--- config.mk ---
export PLATFORM = sky130hd
export DESIGN_NAME = prirv32_alu_hs
export DESIGN_NICKNAME = d
export VERILOG_FILES = /design/src/rtl/prirv32_alu_hs.sv
export SDC_FILE = /design/constraint.sdc
export NUM_CORES = 1
export LEC_CHECK = 0
export BUFFER_PORTS_ARGS = -buffer_cell sky130_fd_sc_hd__buf_2
export CAP_MARGIN = 20
export CORE_MARGIN = 3
export CORE_UTILIZATION = 65
export DETAILED_ROUTE_END_ITERATION = 8
export GPL_ROUTABILITY_DRIVEN = 0
export PLACE_DENSITY_LB_ADDON = 0.25
export SETUP_SLACK_MARGIN = 0.4
export SLEW_MARGIN = 10
export SYNTH_ARGS = -nofsm -noshare
export SYNTH_HDL_FRONTEND = slang
export SYNTH_SLANG_ARGS = --single-unit
--- constraint.sdc ---
create_clock -name clk_i -period 4.9 [get_ports clk_i]
set_clock_uncertainty 0.15 [all_clocks]
set_input_delay 0.245 -clock clk_i [delete_from_list [all_inputs] [get_ports clk_i]]
set_output_delay 0.245 -clock clk_i [all_outputs]
set_load 0.02 [all_outputs]
--- src/rtl/prirv32_alu_hs.sv ---
// prirv32_alu_hs: valid/ready execute ALU with a registered result/condition output.
// PRIRV32_BARREL_SHIFT_EN selects single-cycle barrel shifts; otherwise shifts iterate one bit per cycle.
module prirv32_alu_hs #(
  parameter int XLEN  = 32,
  parameter int TAG_W = 5
) (
  input  logic             clk_i,
  input  logic             rst_i,
  input  logic             in_valid_i,
  output logic             in_ready_o,
  input  logic [3:0]       op_i,
  input  logic [XLEN-1:0]  op_a_i,
  input  logic [XLEN-1:0]  op_b_i,
  input  logic [TAG_W-1:0] tag_i,
  output logic             out_valid_o,
  input  logic             out_ready_i,
  output logic [XLEN-1:0]  result_o,
  output logic             cmp_o,
  output logic [TAG_W-1:0] tag_o
);
  localparam int SHW = $clog2(XLEN);

  localparam logic [3:0] OP_ADD  = 4'd0;
  localparam logic [3:0] OP_SUB  = 4'd1;
  localparam logic [3:0] OP_SLL  = 4'd2;
  localparam logic [3:0] OP_SLT  = 4'd3;
  localparam logic [3:0] OP_SLTU = 4'd4;
  localparam logic [3:0] OP_XOR  = 4'd5;
  localparam logic [3:0] OP_SRL  = 4'd6;
  localparam logic [3:0] OP_SRA  = 4'd7;
  localparam logic [3:0] OP_OR   = 4'd8;
  localparam logic [3:0] OP_AND  = 4'd9;
  localparam logic [3:0] OP_EQ   = 4'd10;
  localparam logic [3:0] OP_NE   = 4'd11;
  localparam logic [3:0] OP_GE   = 4'd12;
  localparam logic [3:0] OP_GEU  = 4'd13;

  logic [SHW-1:0]   shamt;
  logic [XLEN-1:0]  alu_res;
  logic             alu_cmp;
  logic             is_cmp;
  logic             out_free;
  logic             accept;

  logic             wr_en;
  logic [XLEN-1:0]  wr_res;
  logic             wr_cmp;
  logic [TAG_W-1:0] wr_tag;

  logic             out_valid_q;
  logic [XLEN-1:0]  result_q;
  logic             cmp_q;
  logic [TAG_W-1:0] tag_q;

  assign shamt    = op_b_i[SHW-1:0];
  assign out_free = !out_valid_q || out_ready_i;
  assign accept   = in_valid_i && in_ready_o;

  always_comb begin
    alu_res = '0;
    alu_cmp = 1'b0;
    is_cmp  = 1'b0;
    case (op_i)
      OP_ADD:  alu_res = op_a_i + op_b_i;
      OP_SUB:  alu_res = op_a_i - op_b_i;
      OP_XOR:  alu_res = op_a_i ^ op_b_i;
      OP_OR:   alu_res = op_a_i | op_b_i;
      OP_AND:  alu_res = op_a_i & op_b_i;
      OP_SLT:  begin is_cmp = 1'b1; alu_cmp = $signed(op_a_i) < $signed(op_b_i);   end
      OP_SLTU: begin is_cmp = 1'b1; alu_cmp = op_a_i < op_b_i;                     end
      OP_EQ:   begin is_cmp = 1'b1; alu_cmp = op_a_i == op_b_i;                    end
      OP_NE:   begin is_cmp = 1'b1; alu_cmp = op_a_i != op_b_i;                    end
      OP_GE:   begin is_cmp = 1'b1; alu_cmp = $signed(op_a_i) >= $signed(op_b_i);  end
      OP_GEU:  begin is_cmp = 1'b1; alu_cmp = op_a_i >= op_b_i;                    end
`ifdef PRIRV32_BARREL_SHIFT_EN
      OP_SLL:  alu_res = op_a_i << shamt;
      OP_SRL:  alu_res = op_a_i >> shamt;
      OP_SRA:  alu_res = $signed(op_a_i) >>> shamt;
`else
      // Only reaches the output directly for a zero shift amount.
      OP_SLL, OP_SRL, OP_SRA: alu_res = op_a_i;
`endif
      default: ;
    endcase
    if (is_cmp) alu_res = {{(XLEN-1){1'b0}}, alu_cmp};
  end

`ifdef PRIRV32_BARREL_SHIFT_EN
  assign in_ready_o = out_free;

  always_comb begin
    wr_en  = accept;
    wr_res = alu_res;
    wr_cmp = alu_cmp;
    wr_tag = tag_i;
  end
`else
  localparam logic [0:0] S_IDLE  = 1'b0;
  localparam logic [0:0] S_SHIFT = 1'b1;
  localparam logic [1:0] SH_SLL  = 2'd0;
  localparam logic [1:0] SH_SRL  = 2'd1;
  localparam logic [1:0] SH_SRA  = 2'd2;

  logic [0:0]       state_q, state_d;
  logic [XLEN-1:0]  work_q, work_d, work_step, work_nxt;
  logic [SHW-1:0]   cnt_q, cnt_d, cnt_nxt;
  logic [1:0]       shop_q, shop_d;
  logic [TAG_W-1:0] shtag_q, shtag_d;
  logic             is_shift;

  assign is_shift   = (op_i == OP_SLL) || (op_i == OP_SRL) || (op_i == OP_SRA);
  assign in_ready_o = (state_q == S_IDLE) && out_free;

  always_comb begin
    case (shop_q)
      SH_SRL:  work_step = {1'b0, work_q[XLEN-1:1]};
      SH_SRA:  work_step = {work_q[XLEN-1], work_q[XLEN-1:1]};
      default: work_step = {work_q[XLEN-2:0], 1'b0};
    endcase
    // A zero count means the shift finished but is waiting for the output slot.
    work_nxt = (cnt_q != '0) ? work_step : work_q;
    cnt_nxt  = (cnt_q != '0) ? cnt_q - SHW'(1) : cnt_q;
  end

  always_comb begin
    state_d = state_q;
    work_d  = work_q;
    cnt_d   = cnt_q;
    shop_d  = shop_q;
    shtag_d = shtag_q;
    wr_en   = 1'b0;
    wr_res  = alu_res;
    wr_cmp  = alu_cmp;
    wr_tag  = tag_i;
    if (state_q == S_IDLE) begin
      if (accept) begin
        if (is_shift && (shamt != '0)) begin
          state_d = S_SHIFT;
          work_d  = op_a_i;
          cnt_d   = shamt;
          shop_d  = (op_i == OP_SRL) ? SH_SRL : (op_i == OP_SRA) ? SH_SRA : SH_SLL;
          shtag_d = tag_i;
        end else begin
          wr_en = 1'b1;
        end
      end
    end else begin
      work_d = work_nxt;
      cnt_d  = cnt_nxt;
      if ((cnt_nxt == '0) && out_free) begin
        wr_en   = 1'b1;
        wr_res  = work_nxt;
        wr_cmp  = 1'b0;
        wr_tag  = shtag_q;
        state_d = S_IDLE;
      end
    end
  end

  always_ff @(posedge clk_i or posedge rst_i) begin
    if (rst_i) begin
      state_q <= S_IDLE;
      work_q  <= '0;
      cnt_q   <= '0;
      shop_q  <= SH_SLL;
      shtag_q <= '0;
    end else begin
      state_q <= state_d;
      work_q  <= work_d;
      cnt_q   <= cnt_d;
      shop_q  <= shop_d;
      shtag_q <= shtag_d;
    end
  end
`endif

  // A new write wins over consumption of the previous result on the same edge.
  always_ff @(posedge clk_i or posedge rst_i) begin
    if (rst_i) begin
      out_valid_q <= 1'b0;
      result_q    <= '0;
      cmp_q       <= 1'b0;
      tag_q       <= '0;
    end else if (wr_en) begin
      out_valid_q <= 1'b1;
      result_q    <= wr_res;
      cmp_q       <= wr_cmp;
      tag_q       <= wr_tag;
    end else if (out_ready_i) begin
      out_valid_q <= 1'b0;
    end
  end

  assign out_valid_o = out_valid_q;
  assign result_o    = result_q;
  assign cmp_o       = cmp_q;
  assign tag_o       = tag_q;
endmodule

# == Word level (Yosys, flattened, before mapping) ==
# Index checks and enable logic that the tools add are counted.
# word_totals
latch_bits,0
reg_bits,84
wordCells,87
out_inout_bits,40
memories,0
rom_bits,0
mem_bits_rw,0
input_bits,77
# op_classes
n_mul,0
div,0
add_sub_neg,3
n_reduce_logical,19
shifts,0
bitwise,4
order_cmp,4
n_eq_ne,17
n_mux,31
# op_table
operator,n
two-way mux 32 bit,7
case mux 32 bit (6 select lines),1
greater-or-equal comparator 32 bit,2
< comparator 32 bit,2
case mux 32 bit (2 select lines),1
adder 32 bit,1
bitwise AND 32 bit,1
equality test 32 bit,1
!= test 32 bit,1
bitwise OR 32 bit,1
subtractor 32 bit,1
XOR 32 bit,1
two-way mux 5 bit,6
equality test 4 bit (second input constant),6
equality test 4 x 3 -> 1 bit (second input constant),4
two-way mux 1 bit,13
nonzero test 5 bit,2
equality test 4 x 2 -> 1 bit (second input constant),2
case mux 1 bit (6 select lines),1
nonzero test 2 bit,3
OR reduction 6 bit,1
logical NOT 5 bit,1
subtractor 5 x 1 -> 5 bit (second input constant),1
equality test 4 x 1 -> 1 bit (second input constant),1
other kinds (11),17

# == Depth between registers and ports, before layout ==
# logic_depth
ltp_word,8
ltp_mapped,13
depth_no_buf,13

# == Worst setup path after synthesis ==
# Ideal clock, no wire load.
# synth_timing
path_type,input-to-reg
start,input port op_a_i[0]
end,register result_q[28] (netlist: result_o[28])
path_buffers,0
slack_ps,1924
setup_ps,126
cell_stages,11
arrival_time_ps,2700
t_required_ps,4624
cell_sequence,ha_1 fa_1 a21o_1 a221o_2 a211oi_2 o41a_2 nor3_1 or2_1 a221oi_2 xnor2_1 a221o_1
# synth_via
elab_chain_len,5
word_cells_on_any_way,6
cone_classes,2 x add/sub; 4 x mux
# synth_lines
item,line,text
"start, declared",12,"input logic [XLEN-1:0] op_a_i,"
subtractor 32 bit / adder 32 bit (equally long branches),"65, 64",
case mux 32 bit (6 select lines) (*),63,case (op_i)
two-way mux 32 bit (*),85,"if (is_cmp) alu_res = {{(XLEN-1){1'b0}}, alu_cmp};"
two-way mux 32 bit,150,if ((cnt_nxt == '0) && out_free) begin
two-way mux 32 bit (*),135,if (state_q == S_IDLE) begin
"end signal, assigned",186,result_q <= wr_res;
"end, declared",51,logic [XLEN-1:0] result_q;
# Mark *: on every way between the ends. The rest lies on a longest branch, timed or not.
# A chain may end at the register's enable or synchronous reset.

# == Final worst setup path ==
# layout_timing
start,input port op_a_i[3]
end,register result_q[23] (netlist: result_o[23])
# The elaborated chain is that of the path after synthesis.

==> impl_metrics.ini <==
[run_status]
status = complete, no violations

[power]
p_leak_nw = 4.91
p_per_area_nw_per_um2 = 415
vdd_drop_max_mv = 0.291
total_power_mw = 4.41

[route]
drt_iter0_drc = 1820
wl_um = 33700
ant_nets = 0
dr_total_vias = 11031
drt_first_pass_iters = 9
routedWlPerCell_um = 22.2
drc = 0
vias_per_cell = 7.28

[clock_network]
cts_buffer_depth = 2
cts_htree_levels = 3
cts_sinks = 84
cts_tree = built
clock_latency_ps = 340
numCtsBuffers = 9
post_cts_buffers = 0
cts_root_buffer = clkbuf_16
path_clk_slew_ps = 70

[logic_synthesis]
synth-seq-cells = 84
netlist_area_um2 = 9620
syn_avg_cell_area_um2 = 7.61
ys_types = 79
synthesis.nets = 1445
synth-main-ff-cell = dfrtp_1
netlist_instances = 1264
yosysWarningCount = 0
async_reset_ff_frac = 1.00
ys_seq_area_frac = 0.218
synth_edf_count = 0

[cells_and_area]
nFillCells = 1111
instances_no_fill = 1515
nNetsFinal = 1510
final_cell_area_um2 = 10600
layout-drive-gt1-share = 0.141
seq_area_um2 = 2100
multi_input_area_um2 = 6760
area_growth_pct = 10.5
utilization = 0.749
final_common_cell = buf_2
final_cell_mix = 116 x buf_2, 110 x nor2_1, 108 x a21oi_1, 107 x inv_1, 106 x o21ai_0

[place]
hpwl_um = 24200
dpl-instance-area_um2 = 10300
portBuffers = 116
dp.cells = 1491

[timing]
setup_viol = 0
setup_tns_ps = 0
fmax_mhz = 276
fin_crit_sh = 0.739
slew_headroom = 0.309
tightestPinTransition_ps = 1030
layout_min_cycle_time_ps = 3620
hold_violations = 0
rsz0062_at_grt = false
drv_slew = 0

[worst_setup_path]
timing.critical_path.buf_inv = 2
cp_max_fo = 9
critPathArrivalTime_ps = 3670
required_ps = 4950
cp_slowest_cell = o21ai_0
crit_path_frequent_cell = a21oi_1
path_cells = buf_2 -> inv_1 -> ha_1 -> a21o_1 -> a21oi_1 -> a21oi_1 -> o21ai_0 -> a21oi_1 -> a211o_1 -> a221o_1 -> a221oi_2 -> o221ai_1
critical_path.startpoint_type = primary input
max_stage_delay_ps = 640
setup.worst_path.end_class = flip-flop
crit_type = primary input to flip-flop
critPathTopFamily = compound AO/OA/AOI/OAI gates

[floorplanning]
die_h_um = 128
core_area_um2 = 14200
die_x_um = 128
rows = 43
start_util = 0.677
dieArea_um2 = 16300
ios = 117

[grt]
grt_max_degree = 61
antenna_found_initial = 3
grt_first_pass_wirelength_um = 52300
grt_pass1_vias = 10114
grt-ovfl-total = 0
grtUsageTotal = 0.395

[hold_path]
hold_class = primary input to flip-flop

[job]
cap_violations = 0
-- report_power, final --
| part | total, mW | switching (mW) | leakage, nW | internal, mW |
|---|---|---|---|---|
| combinational | 2.39 | 1.49 | 3.72 | 0.903 |
| clock | 0.720 | 0.317 | 0.147 | 0.404 |
| sequential | 1.30 | 0.295 | 1.05 | 1.00 |
| total | 4.41 | 2.10 | 4.91 | 2.31 |
-- through the flow --
stage | hold WS, ps | setup WS, ps
after floorplan | 212 | 1920
after global placement | 255 | 1290
after detailed placement | 258 | 1220
after CTS | 44.9 | 1500
after global routing | 47.9 | 1360
final | 48.8 | 1280
-- logic make-up (layout without fill, tap and decap cells) --
logic type      count (synthesis)  after routing  synth area share
flops                          84             84             0.218
mux                             3              3           0.00312
compound gates                514            514             0.377
other cells                     0              1                 0
xor+xnor                       12             12            0.0109
simple gates                  345            345             0.172
fa+ha+maj                     104            104             0.137
buf+inv                       202            272            0.0817
-- sequential cells by signal (all words and copies together), names as in the netlist --
signal,cells
cmp_o,1
cnt_q,5
out_valid_o,1
result_o,32
shop_q,2
shtag_q,5
state_q,1
tag_o,5
work_q,32
-- Yosys cell counts, types with 9 or more instances --
cell        n  share of area
nand2b_1   11         0.0072
inv_1     108          0.042
clkbuf_1   70          0.027
a31oi_1    14         0.0091
buf_1       9         0.0035
o221ai_1   32          0.029
nor2b_1    19          0.012
nand4_1    11         0.0072
xnor2_1    12          0.011
nand2_1    72          0.028
a221o_1    44          0.046
nor4_1     10         0.0065
o21ai_0   106          0.055
a211oi_1   42          0.033
nor2_1    112          0.044
dfrtp_1    84           0.22
ha_1      102           0.13
a221oi_1   25          0.023
o211ai_1   16          0.012
nor3_1     15         0.0078
and3_1     10         0.0065
buf_2      10         0.0052
or3_1       9         0.0059
a22oi_1    10         0.0078
o22ai_1    11         0.0072
o21bai_1   11         0.0086
a21o_1     19          0.015
a21oi_1   108          0.056
nand3_1    48          0.025
-- per-layer routing --
metal,vias up,part of all wire,global-route usage,wire length (um)
met4,4,0.043,0.158,1450
met5,-,0.00083,0,28
met2,980,0.42,0.587,14000
met1,4985,0.38,0.546,12900
met3,178,0.16,0.110,5260
li1,4884,-,-,-
-- cell type report --
| cell class | instances | share of cell area |
|---|---|---|
| Antenna cell | 1 | 0.000235 |
| Inverter | 111 | 0.0393 |
| Sequential cell | 84 | 0.198 |
| Tap cell | 180 | 0.0212 |
| Clock buffer | 9 | 0.0212 |
| Multi-Input combinational cell | 978 | 0.635 |
| Clock inverter | 7 | 0.00765 |
| Timing Repair Buffer | 145 | 0.0776 |
-- final timing paths --
path / from / endpoint / slack [ps] / cells past startpoint
hold / removal: out_ready_i / out_valid_o / 50 / 3
min in group asynchronous: rst_i / result_o[6] / 420 / 3
max in group asynchronous: rst_i / result_o[15] / 3140 / 4
setup / recovery: op_a_i[3] / result_o[23] / 1280 / 12
hold reg to reg: result_o[6] / result_o[6] / 350 / 2
setup reg to reg: shop_q[0] / result_o[19] / 1740 / 9
-- timing repair --
action | in CTS | in global routing
gates resized for setup | 0 | 0
endpoints found under the hold margin | 53 | 0
hold buffers | 6 | 0
-- tightest hold or removal path, delay by kind of cell --
kind / cells / cell delay (ps)
buffers and inverters: 1 / 70
and+or+nand+nor: 2 / 180
Power figures use the tool's default switching activity.
